## src/rtl/hamming_scrub_writeback_if.sv

```systemverilog
// rtl/hamming_scrub_writeback_if.sv - write-back request/acknowledge bus between scrubber and array
interface hamming_scrub_writeback_if #(
    parameter int ADDR_W = 8
);
    logic              wr_req;
    logic [ADDR_W-1:0] wr_addr;
    logic [11:0]       wr_data;
    logic              wr_ack;

    modport master (
        output wr_req,
        output wr_addr,
        output wr_data,
        input  wr_ack
    );

    modport slave (
        input  wr_req,
        input  wr_addr,
        input  wr_data,
        output wr_ack
    );
endinterface

```

## src/rtl/hamming_scrub_writeback.sv

```systemverilog
// rtl/hamming_scrub_writeback.sv - decodes corrected Hamming words and queues scrub write-backs
// Optional error logging built only when HAMMING_SCRUB_ERR_LOG_EN is defined.
module hamming_scrub_writeback #(
    parameter int FIFO_DEPTH = 4,
    parameter int ADDR_W     = 8,
    parameter int CNT_W      = 16
) (
    input  logic                    clk,
    input  logic                    reset,
    input  logic                    fix_valid,
    input  logic [11:0]             corrected_data,
    input  logic [11:0]             enc_data_old,
    input  logic [ADDR_W-1:0]       address_in,
    output logic                    data_out_valid,
    output logic [7:0]              data_out,
    output logic [ADDR_W-1:0]       data_out_addr,
    hamming_scrub_writeback_if.master wb,
    output logic                    fifo_full,
    output logic                    overflow,
    output logic [CNT_W-1:0]        err_count,
    output logic [ADDR_W-1:0]       last_err_addr
);
    localparam int PTR_W   = $clog2(FIFO_DEPTH);
    localparam int ENTRY_W = ADDR_W + 12;
    localparam logic [PTR_W:0] FULL_COUNT = (PTR_W + 1)'(FIFO_DEPTH);

    localparam logic [0:0] S_IDLE = 1'b0;
    localparam logic [0:0] S_WAIT = 1'b1;

    logic [ENTRY_W-1:0] mem [FIFO_DEPTH];
    logic [PTR_W-1:0]   wr_ptr;
    logic [PTR_W-1:0]   rd_ptr;
    logic [PTR_W:0]     count;
    logic [0:0]         state;
    logic               wr_req_q;
    logic [ADDR_W-1:0]  wr_addr_q;
    logic [11:0]        wr_data_q;

    logic push;
    logic pop;
    logic accept;

    assign push      = fix_valid && (corrected_data != enc_data_old);
    assign pop       = (state == S_IDLE) && (count != '0);
    assign fifo_full = (count == FULL_COUNT);
    // A pop in the same cycle frees the slot, so a push into a full queue still lands.
    assign accept    = push && (!fifo_full || pop);

    assign wb.wr_req  = wr_req_q;
    assign wb.wr_addr = wr_addr_q;
    assign wb.wr_data = wr_data_q;

    always_ff @(posedge clk or posedge reset) begin
        if (reset) begin
            data_out_valid <= 1'b0;
            data_out       <= '0;
            data_out_addr  <= '0;
        end else begin
            data_out_valid <= fix_valid;
            data_out       <= fix_valid ? {corrected_data[11:8], corrected_data[6:4], corrected_data[2]} : 8'h00;
            data_out_addr  <= fix_valid ? address_in : '0;
        end
    end

    always_ff @(posedge clk) begin
        if (accept) begin
            mem[wr_ptr] <= {address_in, corrected_data};
        end
    end

    always_ff @(posedge clk or posedge reset) begin
        if (reset) begin
            wr_ptr   <= '0;
            rd_ptr   <= '0;
            count    <= '0;
            overflow <= 1'b0;
        end else begin
            if (accept) begin
                wr_ptr <= wr_ptr + 1'b1;
            end
            if (pop) begin
                rd_ptr <= rd_ptr + 1'b1;
            end
            case ({accept, pop})
                2'b10:   count <= count + 1'b1;
                2'b01:   count <= count - 1'b1;
                default: count <= count;
            endcase
            if (push && !accept) begin
                overflow <= 1'b1;
            end
        end
    end

    always_ff @(posedge clk or posedge reset) begin
        if (reset) begin
            state     <= S_IDLE;
            wr_req_q  <= 1'b0;
            wr_addr_q <= '0;
            wr_data_q <= '0;
        end else begin
            case (state)
                S_IDLE: begin
                    if (pop) begin
                        {wr_addr_q, wr_data_q} <= mem[rd_ptr];
                        wr_req_q <= 1'b1;
                        state    <= S_WAIT;
                    end
                end
                S_WAIT: begin
                    if (wb.wr_ack) begin
                        wr_req_q <= 1'b0;
                        state    <= S_IDLE;
                    end
                end
                default: begin
                    wr_req_q <= 1'b0;
                    state    <= S_IDLE;
                end
            endcase
        end
    end

`ifdef HAMMING_SCRUB_ERR_LOG_EN
    logic [CNT_W-1:0]  err_count_q;
    logic [ADDR_W-1:0] last_err_addr_q;

    // Dropped pushes still count: the log tracks corrections seen, not write-backs issued.
    always_ff @(posedge clk or posedge reset) begin
        if (reset) begin
            err_count_q     <= '0;
            last_err_addr_q <= '0;
        end else if (push) begin
            if (err_count_q != '1) begin
                err_count_q <= err_count_q + 1'b1;
            end
            last_err_addr_q <= address_in;
        end
    end

    assign err_count     = err_count_q;
    assign last_err_addr = last_err_addr_q;
`else
    assign err_count     = '0;
    assign last_err_addr = '0;
`endif
endmodule
```

## src/flat_wrapper.sv

```systemverilog
// flat-port wrapper written by rule: the top's interface ports become plain ports
module hamming_scrub_writeback_flat 
#(
    parameter int FIFO_DEPTH = 4,
    parameter int ADDR_W     = 8,
    parameter int CNT_W      = 16
)
  (clk, reset, fix_valid, corrected_data, enc_data_old, address_in, data_out_valid, data_out, data_out_addr, fifo_full, overflow, err_count, last_err_addr, wb_wr_req, wb_wr_addr, wb_wr_data, wb_wr_ack);
  hamming_scrub_writeback_if #(.ADDR_W(ADDR_W)) wb_i ();
  input  logic clk;
  input  logic reset;
  input  logic fix_valid;
  input  logic [11:0] corrected_data;
  input  logic [11:0] enc_data_old;
  input  logic [ADDR_W-1:0] address_in;
  output logic data_out_valid;
  output logic [7:0] data_out;
  output logic [ADDR_W-1:0] data_out_addr;
  output logic fifo_full;
  output logic overflow;
  output logic [CNT_W-1:0] err_count;
  output logic [ADDR_W-1:0] last_err_addr;
  output wire logic [$bits(wb_i.wr_req)-1:0] wb_wr_req;
  output wire logic [$bits(wb_i.wr_addr)-1:0] wb_wr_addr;
  output wire logic [$bits(wb_i.wr_data)-1:0] wb_wr_data;
  input wire logic [$bits(wb_i.wr_ack)-1:0] wb_wr_ack;
  assign wb_wr_req = wb_i.wr_req;
  assign wb_wr_addr = wb_i.wr_addr;
  assign wb_wr_data = wb_i.wr_data;
  assign wb_i.wr_ack = wb_wr_ack;
  hamming_scrub_writeback #(.FIFO_DEPTH(FIFO_DEPTH), .ADDR_W(ADDR_W), .CNT_W(CNT_W)) u_core (.clk(clk), .reset(reset), .fix_valid(fix_valid), .corrected_data(corrected_data), .enc_data_old(enc_data_old), .address_in(address_in), .data_out_valid(data_out_valid), .data_out(data_out), .data_out_addr(data_out_addr), .wb(wb_i), .fifo_full(fifo_full), .overflow(overflow), .err_count(err_count), .last_err_addr(last_err_addr));
endmodule
```

## config.mk

```make
export PLATFORM = sky130hd
export DESIGN_NAME = hamming_scrub_writeback_flat
export DESIGN_NICKNAME = d
export VERILOG_FILES = /design/src/rtl/hamming_scrub_writeback_if.sv /design/src/rtl/hamming_scrub_writeback.sv /design/src/flat_wrapper.sv
export SDC_FILE = /design/constraint.sdc
export NUM_CORES = 1
export LEC_CHECK = 0
export CAP_MARGIN = 20
export CORE_MARGIN = 5
export CORE_UTILIZATION = 46
export DETAILED_ROUTE_END_ITERATION = 12
export HOLD_SLACK_MARGIN = 0.15
export PLACE_DENSITY_LB_ADDON = 0.12
export RECOVER_POWER = 100
export SLEW_MARGIN = 25
export SYNTH_ARGS = -nofsm -noshare
export SYNTH_HDL_FRONTEND = slang
export SYNTH_SLANG_ARGS = --single-unit
```

## constraint.sdc

```tcl
create_clock -name clk -period 2.3 [get_ports clk]
set_clock_uncertainty 0.2 [all_clocks]
set_input_delay 0.345 -clock clk [delete_from_list [all_inputs] [get_ports clk]]
set_output_delay 0.345 -clock clk [all_outputs]
set_load 0.005 [all_outputs]
```

==> impl_metrics.toml, run 1 <==
[pwr]
irDropWorstVdd_mv = 0.486
leakage_nw = 2.57
seq_power_share = 0.412
intPower_w = 0.00586
switching_share = 0.267
switching_power_w = 0.00213
p_comb_frac = 0.300
cellPowerDensity_mw_per_mm2 = 1190
p_total_w = 0.00799
clock_power_share = 0.289

[logic_synthesis]
avgSynthCellArea_um2 = 18.5
yosysTopAreaCellShare = 0.477
yosys_warnings = 0
synthFlopType = "edfxtp_1"
syn_inst = 272
netlist_area_mm2 = 0.00504
async_flop_share = 0.370
synth_edf_count = 80
ys_top_cells_by_area = "edfxtp_1 48%, dfrtp_1 23%, mux4_2 8.9%"
synth-seq-cells = 127
yosysUniqueCellTypes = 30
yosys.area.top_type = "edfxtp_1"
synth-seq-area-share = 0.710
post-synth-top-count-cell = "edfxtp_1"
netlist_top_cells_count = "80 x edfxtp_1, 47 x dfrtp_1, 25 x buf_4"

[job]
maxCapViolations = 0

[detailed_routing]
avgViaCountPerCell = 4.80
route.vias.total = 2609
wire_per_inst_um = 17.4
drtIter0Drc = 74
drc = 0
wirelength_um = 9440
drt_first_pass_iters = 4
final_antenna_net_count = 0

[layout]
final.fill_count = 817
area.growth.synth_to_final_pct = 32.9
final_layout_size_suffix_gt1_frac = 0.261
design_area_mm2 = 0.00670
nets = 431
multi_input_comb_area_mm2 = 0.00136
final_util = 0.620
diodes = 0
register_area_mm2 = 0.00358

[floorplan]
num_io_pins = 100
die_w_um = 115
die_height_um = 115
dieArea_mm2 = 0.0131
initial_core_util = 0.467
rows = 38
core_mm2 = 0.0108

[placed_design]
placed_cell_area_mm2 = 0.00609
portBuffers = 75
place_hpwl_um = 6060
pre_cts_ws_ns = -0.538
place.gp.congestion = 0.723

[clocking]
cts_made_buffers = 17
clk_pin_slew_ns = 0.05
clock_latency_ns = 0.50
htree_num_levels = 4
cts_root_buf = "clkbuf_8"
cts_tree = "yes"
clockBufferDepth = 2
cts.sinks = 127

[critical_path]
crit_type = "input pin to register"
cp_slowest_cell = "clkdlybuf4s50_1"
cp-end-kind = "register"
cp_top_family = "simple AND/OR/NAND/NOR gates"
rr_worst_depth = 7
worst_ep_arrival_time_ns = 2.51
reg2reg_slack_ns = 0.09
crit_buf_inv = 1
r2r-start = "u_core.count[0]"
cp_cell_sequence = "clkdlybuf4s50_1 > xnor2_2 > nand4_1 > o31a_1 > nor3_2 > fa_1 > or3_1 > mux2i_1 > xor2_1"
worstPathRequired_ns = 2.52
r2r_end = "u_core.count[2]"
critPathMaxFanout = 2
start_kind = "input pin"
cpPeakStageDelay_ns = 0.49

[timing]
max_freq_mhz = 437
setup_violations = 0
tightest_slew_ns = 0.811
rsz0062_at_grt = "yes"
min_period_ns = 2.29
slew_violations = 0
hold_violations = 0
period_share = 0.994
finalWorstSetupSlack_ns = 0.0135
relSlewSlack = 0.459

[hold_path]
hold_depth = 2
hold_class = "input pin to register"
min-delay-start = "wb_wr_ack"
worstHoldEndpoint = "u_core.wb.wr_req"

[global_route]
grt_max_degree = 48
antenna_found_initial = 0
grt_pass1_wl_um = 14900
grt_pass1_vias = 2796
grt_overflow_total = 0
track_usage = 0.153

[status]
status = "finished clean"
-- layout by cell type (no fill, tap or decap), types with 5 or more instances in the layout --
| cell type | instances |
|---|---|
| and2_1 | 18 |
| buf_12 | 5 |
| buf_4 | 15 |
| clkbuf_1 | 9 |
| clkbuf_16 | 16 |
| clkdlybuf4s50_1 | 62 |
| clkinv_2 | 6 |
| conb_1 | 24 |
| dfrtp_1 | 47 |
| dlygate4sd3_1 | 13 |
| edfxtp_1 | 80 |
| mux2_2 | 20 |
| mux2i_1 | 5 |
| mux4_2 | 20 |
| xnor2_1 | 12 |
-- routing by layer --
layer  global-route usage  vias up  wire length [um]
li1                     -     1206                 -
met1                0.197     1312              4090
met2                0.243       78              4640
met3               0.0539       13               563
met4               0.0515        0               147
met5                    0        -                 0
-- kinds of logic after synthesis --
family	after synthesis	synth area share
AO/OA/AOI/OAI	5	0.00696
XOR/XNOR	17	0.0296
adder cells (fa/ha/maj)	5	0.0139
buffers and inverters	36	0.0477
flip-flops	127	0.710
multiplexers	46	0.147
other	1	0.000744
AND/OR/NAND/NOR	35	0.0437
-- power groups by stage --
stage	clock network, W	registers [W]	logic [W]
floorplan	0	0.00330	0.00135
global placement	0	0.00330	0.00237
detailed placement	0	0.00332	0.00241
CTS	0.00236	0.00329	0.00244
global route	0.00248	0.00335	0.00260
finish	0.00231	0.00329	0.00239
-- area by class of cell --
type,instances,share of cell area
Sequential cell,127,0.534
Timing Repair Buffer,108,0.157
Tap cell,140,0.0262
Clock buffer,18,0.0624
Multi-Input combinational cell,132,0.202
Inverter,4,0.00224
Clock inverter,14,0.0151
-- per-stage QoR --
step | setup TNS, ns | hold slack, ns | instances
finish | 0 | 0.237 | 543
global route | -0.0497 | 0.244 | 543
CTS | 0 | 0.217 | 539
detailed placement | -32.07 | 0.253 | 505
global placement | -31.46 | 0.253 | 505
floorplan | 0 | 0.176 | 295
-- how the worst max path moves through the flow --
stage	from	to	slack (ns)	cells past startpoint
2_1_floorplan	enc_data_old[0]	u_core.count[1]	0.07	8
3_3_place_gp	corrected_data[3]	u_core.count[1]	-0.50	8
3_5_place_dp	corrected_data[3]	u_core.count[1]	-0.54	8
4_1_cts	corrected_data[3]	u_core.count[1]	0.003	8
5_1_grt	corrected_data[0]	u_core.count[2]	-0.03	9
6_report	corrected_data[0]	u_core.count[2]	0.01	9
-- state kept, by name, summed over array words and instances (netlist names) --
name                   count
u_core.rd_ptr              2
u_core.wb.wr_data         12
u_core.state               1
u_core.wb.wr_addr          8
u_core.overflow            1
u_core.data_out            8
u_core.wb.wr_req           1
u_core.count               3
u_core.data_out_valid      1
u_core.wr_ptr              2
u_core.data_out_addr       8
u_core.mem                80
-- timing repair --
action / in CTS / in global routing
hold buffers: 1 / 4
pin swaps: 0 / 1
endpoints found under the setup margin: 2 / 16
endpoints found under the hold margin: 47 / 18
setup buffers: 1 / 0
gates resized for setup: 4 / 10
gates cloned: 0 / 0
(Power assumes the default switching activity.)
==> inputs of run 2 (changes only) <==
--- a/config.mk
+++ b/config.mk
@@ -7,7 +7,7 @@
 export LEC_CHECK = 0
 export CAP_MARGIN = 20
 export CORE_MARGIN = 5
-export CORE_UTILIZATION = 46
+export CORE_UTILIZATION = 43
 export DETAILED_ROUTE_END_ITERATION = 12
 export HOLD_SLACK_MARGIN = 0.15
 export PLACE_DENSITY_LB_ADDON = 0.12
==> run 2 against run 1 <==
  * First-iteration DRC count grew 28%
  * Sequential share of layout area shrank 0.64 points
  * Via count rose by 2.7%
  * Maximum frequency increased by 3.5%
  * Die area is 6.4% higher
  * Clock power up 13%
  * Routed wire length rose by 3.4%
  * Setup slack gained 0.076 ns
  * Register-to-register slack better by 0.04 ns
  * Global-route usage is 0.46 points lower
==> impl_metrics.toml, run 2 (same netlist as run 1, synthesis figures left out) <==
[timing]
max_freq_mhz = 452
period_share = 0.961
setup_violations = 0
slew_violations = 0
hold_violations = 0
rsz0062_at_grt = "no"
relSlewSlack = 0.452
tightest_slew_ns = 0.822
tns_ns = 0
fin_hold_ws_ns = 0.221
min_period_ns = 2.21

[layout]
nets = 440
diodes = 0
final_util = 0.591
final_cell_mix = "80 x edfxtp_1, 59 x dlygate4sd3_1, 46 x dfrtp_1"
final.fill_count = 880
top_register = "u_core.mem"
largest_reg_flops = 80
area.growth.synth_to_final_pct = 34.6
layout_commonest_cell = "edfxtp_1"
final_layout_size_suffix_gt1_frac = 0.238
design_area_mm2 = 0.00678

[critical_path]
critPathMaxFanout = 2
cp_slowest_cell = "fa_2"
reg2reg_slack_ns = 0.13
cp-endpoint = "u_core.count[1]"
cp-end-kind = "register"
worstPathRequired_ns = 2.38
cp_cell_sequence = "clkdlybuf4s15_1 > xnor2_2 > nand4_1 > o31a_1 > nor3_2 > fa_2 > a211oi_2 > a21oi_1"
worst_ep_arrival_time_ns = 2.29
rr_worst_depth = 5
startpoint = "enc_data_old[1]"
r2r-start = "u_core.count[2]"
cpPeakStageDelay_ns = 0.48
crit_type = "input pin to register"
r2r_end = "u_core.wb.wr_addr[5]"
start_kind = "input pin"

[global_route]
grt_max_degree = 48
antenna_found_initial = 0
track_usage = 0.148
grt_overflow_total = 0
grt_pass1_vias = 2882
grt_pass1_wl_um = 15700

[status]
status = "finished clean"

[floorplan]
die_w_um = 118
num_io_pins = 100
die_height_um = 118
rows = 39
dieArea_mm2 = 0.0140
core_mm2 = 0.0115
initial_core_util = 0.439

[pwr]
irDropWorstVdd_mv = 0.772
cellPowerDensity_mw_per_mm2 = 1210
leakage_nw = 2.69

[placed_design]
placed_cell_area_mm2 = 0.00616
portBuffers = 75
place.gp.congestion = 0.712
place_hpwl_um = 6380

[detailed_routing]
wire_per_inst_um = 17.6
drc = 0
wirelength_um = 9760
route.vias.total = 2679
drtIter0Drc = 95
final_antenna_net_count = 0
drt_first_pass_iters = 5
avgViaCountPerCell = 4.83

[clocking]
cts.sinks = 127
cts_tree = "yes"
cts_made_buffers = 17
htree_num_levels = 4
clock_latency_ns = 0.41
clockBufferDepth = 2
cts_root_buf = "clkbuf_16"
clk_pin_slew_ns = 0.05

[hold_path]
hold_class = "input pin to register"

[job]
maxCapViolations = 0
[run 2: changes by cell type in the layout (fill, tap and decap cells not counted), sizes merged]
| cell | change |
|---|---|
| inv | -1 |
| dlymetal6s2s | +7 |
| clkinvlp | -4 |
| clkdlybuf4s15 | +1 |
| dlygate4sd2 | +2 |
| buf | -9 |
| clkinv | -3 |
| clkdlybuf4s50 | -61 |
| clkbuf | +21 |
| clkdlybuf4s25 | +8 |
| dlygate4sd3 | +46 |
| bufinv | +2 |
[run 2: report_power, final]
part	switching [W]	total (W)	internal, W	leakage [nW]
clock network	0.000877	0.00262	0.00175	0.287
logic	0.000999	0.00233	0.00133	1.11
registers	0.000233	0.00328	0.00305	1.30
[run 2: worst min-delay path by stage]
stage	startpoint	to	slack [ns]	cells after the start
finish	corrected_data[4]	u_core.mem[2][4]	0.22	1
global placement	u_core.overflow	u_core.overflow	0.27	1
CTS	corrected_data[4]	u_core.mem[2][4]	0.17	1
global route	corrected_data[4]	u_core.mem[2][4]	0.23	1
detailed placement	u_core.overflow	u_core.overflow	0.27	1
floorplan	fix_valid	u_core.data_out_valid	0.18	0
[run 2: metal layers]
layer  routed length [um]  up-vias  track usage
li1                     -     1215            -
met1                 4240     1368        0.191
met2                 4720       85        0.225
met3                  686       11       0.0664
met4                  121        0       0.0495
met5                    0        -            0
[run 2: repair_timing]
| item | in CTS | in global routing |
|---|---|---|
| setup buffers | 1 | 0 |
| setup endpoints to repair | 84 | 12 |
| gates resized for setup | 13 | 26 |
| endpoints found under the hold margin | 47 | 35 |
| hold buffers | 1 | 9 |
| pin swaps | 8 | 20 |
[run 2: layout make-up]
cell class	count	area, um^2	share of cell area
Clock buffer	24	472	0.0696
Clock inverter	8	113	0.0166
Sequential cell	127	3580	0.528
Inverter	4	15.0	0.00221
Tap cell	143	179	0.0264
Timing Repair Buffer	117	1070	0.158
Multi-Input combinational cell	132	1350	0.200
[run 2: metrics by stage]
| step | power [W] | std cells | worst slack [ns] |
|---|---|---|---|
| 5_1_grt | 0.00870 | 555 | 0.0191 |
| 6_report | 0.00823 | 555 | 0.0898 |
| 2_1_floorplan | 0.00465 | 295 | 0.0711 |
| 4_1_cts | 0.00856 | 547 | -0.0104 |
| 3_5_place_dp | 0.00584 | 513 | -0.733 |
| 3_3_place_gp | 0.00580 | 513 | -0.683 |
[run 2: critical path, delay by kind of cell]
kind,cells,cell delay (ns)
buffers and inverters,1,0.22
AOI/OAI and AO/OA,3,0.65
adders and majority gates,1,0.48
xor gates and xnor gates,1,0.25
and+or+nand+nor,2,0.34
==> inputs of run 3 (changes only) <==
--- a/config.mk
+++ b/config.mk
@@ -5,6 +5,7 @@
 export SDC_FILE = /design/constraint.sdc
 export NUM_CORES = 1
 export LEC_CHECK = 0
+export ABC_AREA = 0
 export CAP_MARGIN = 20
 export CORE_MARGIN = 5
 export CORE_UTILIZATION = 43
==> results of run 3 <==
No change in the layout: final DEF, timing and power equal those of run 2.
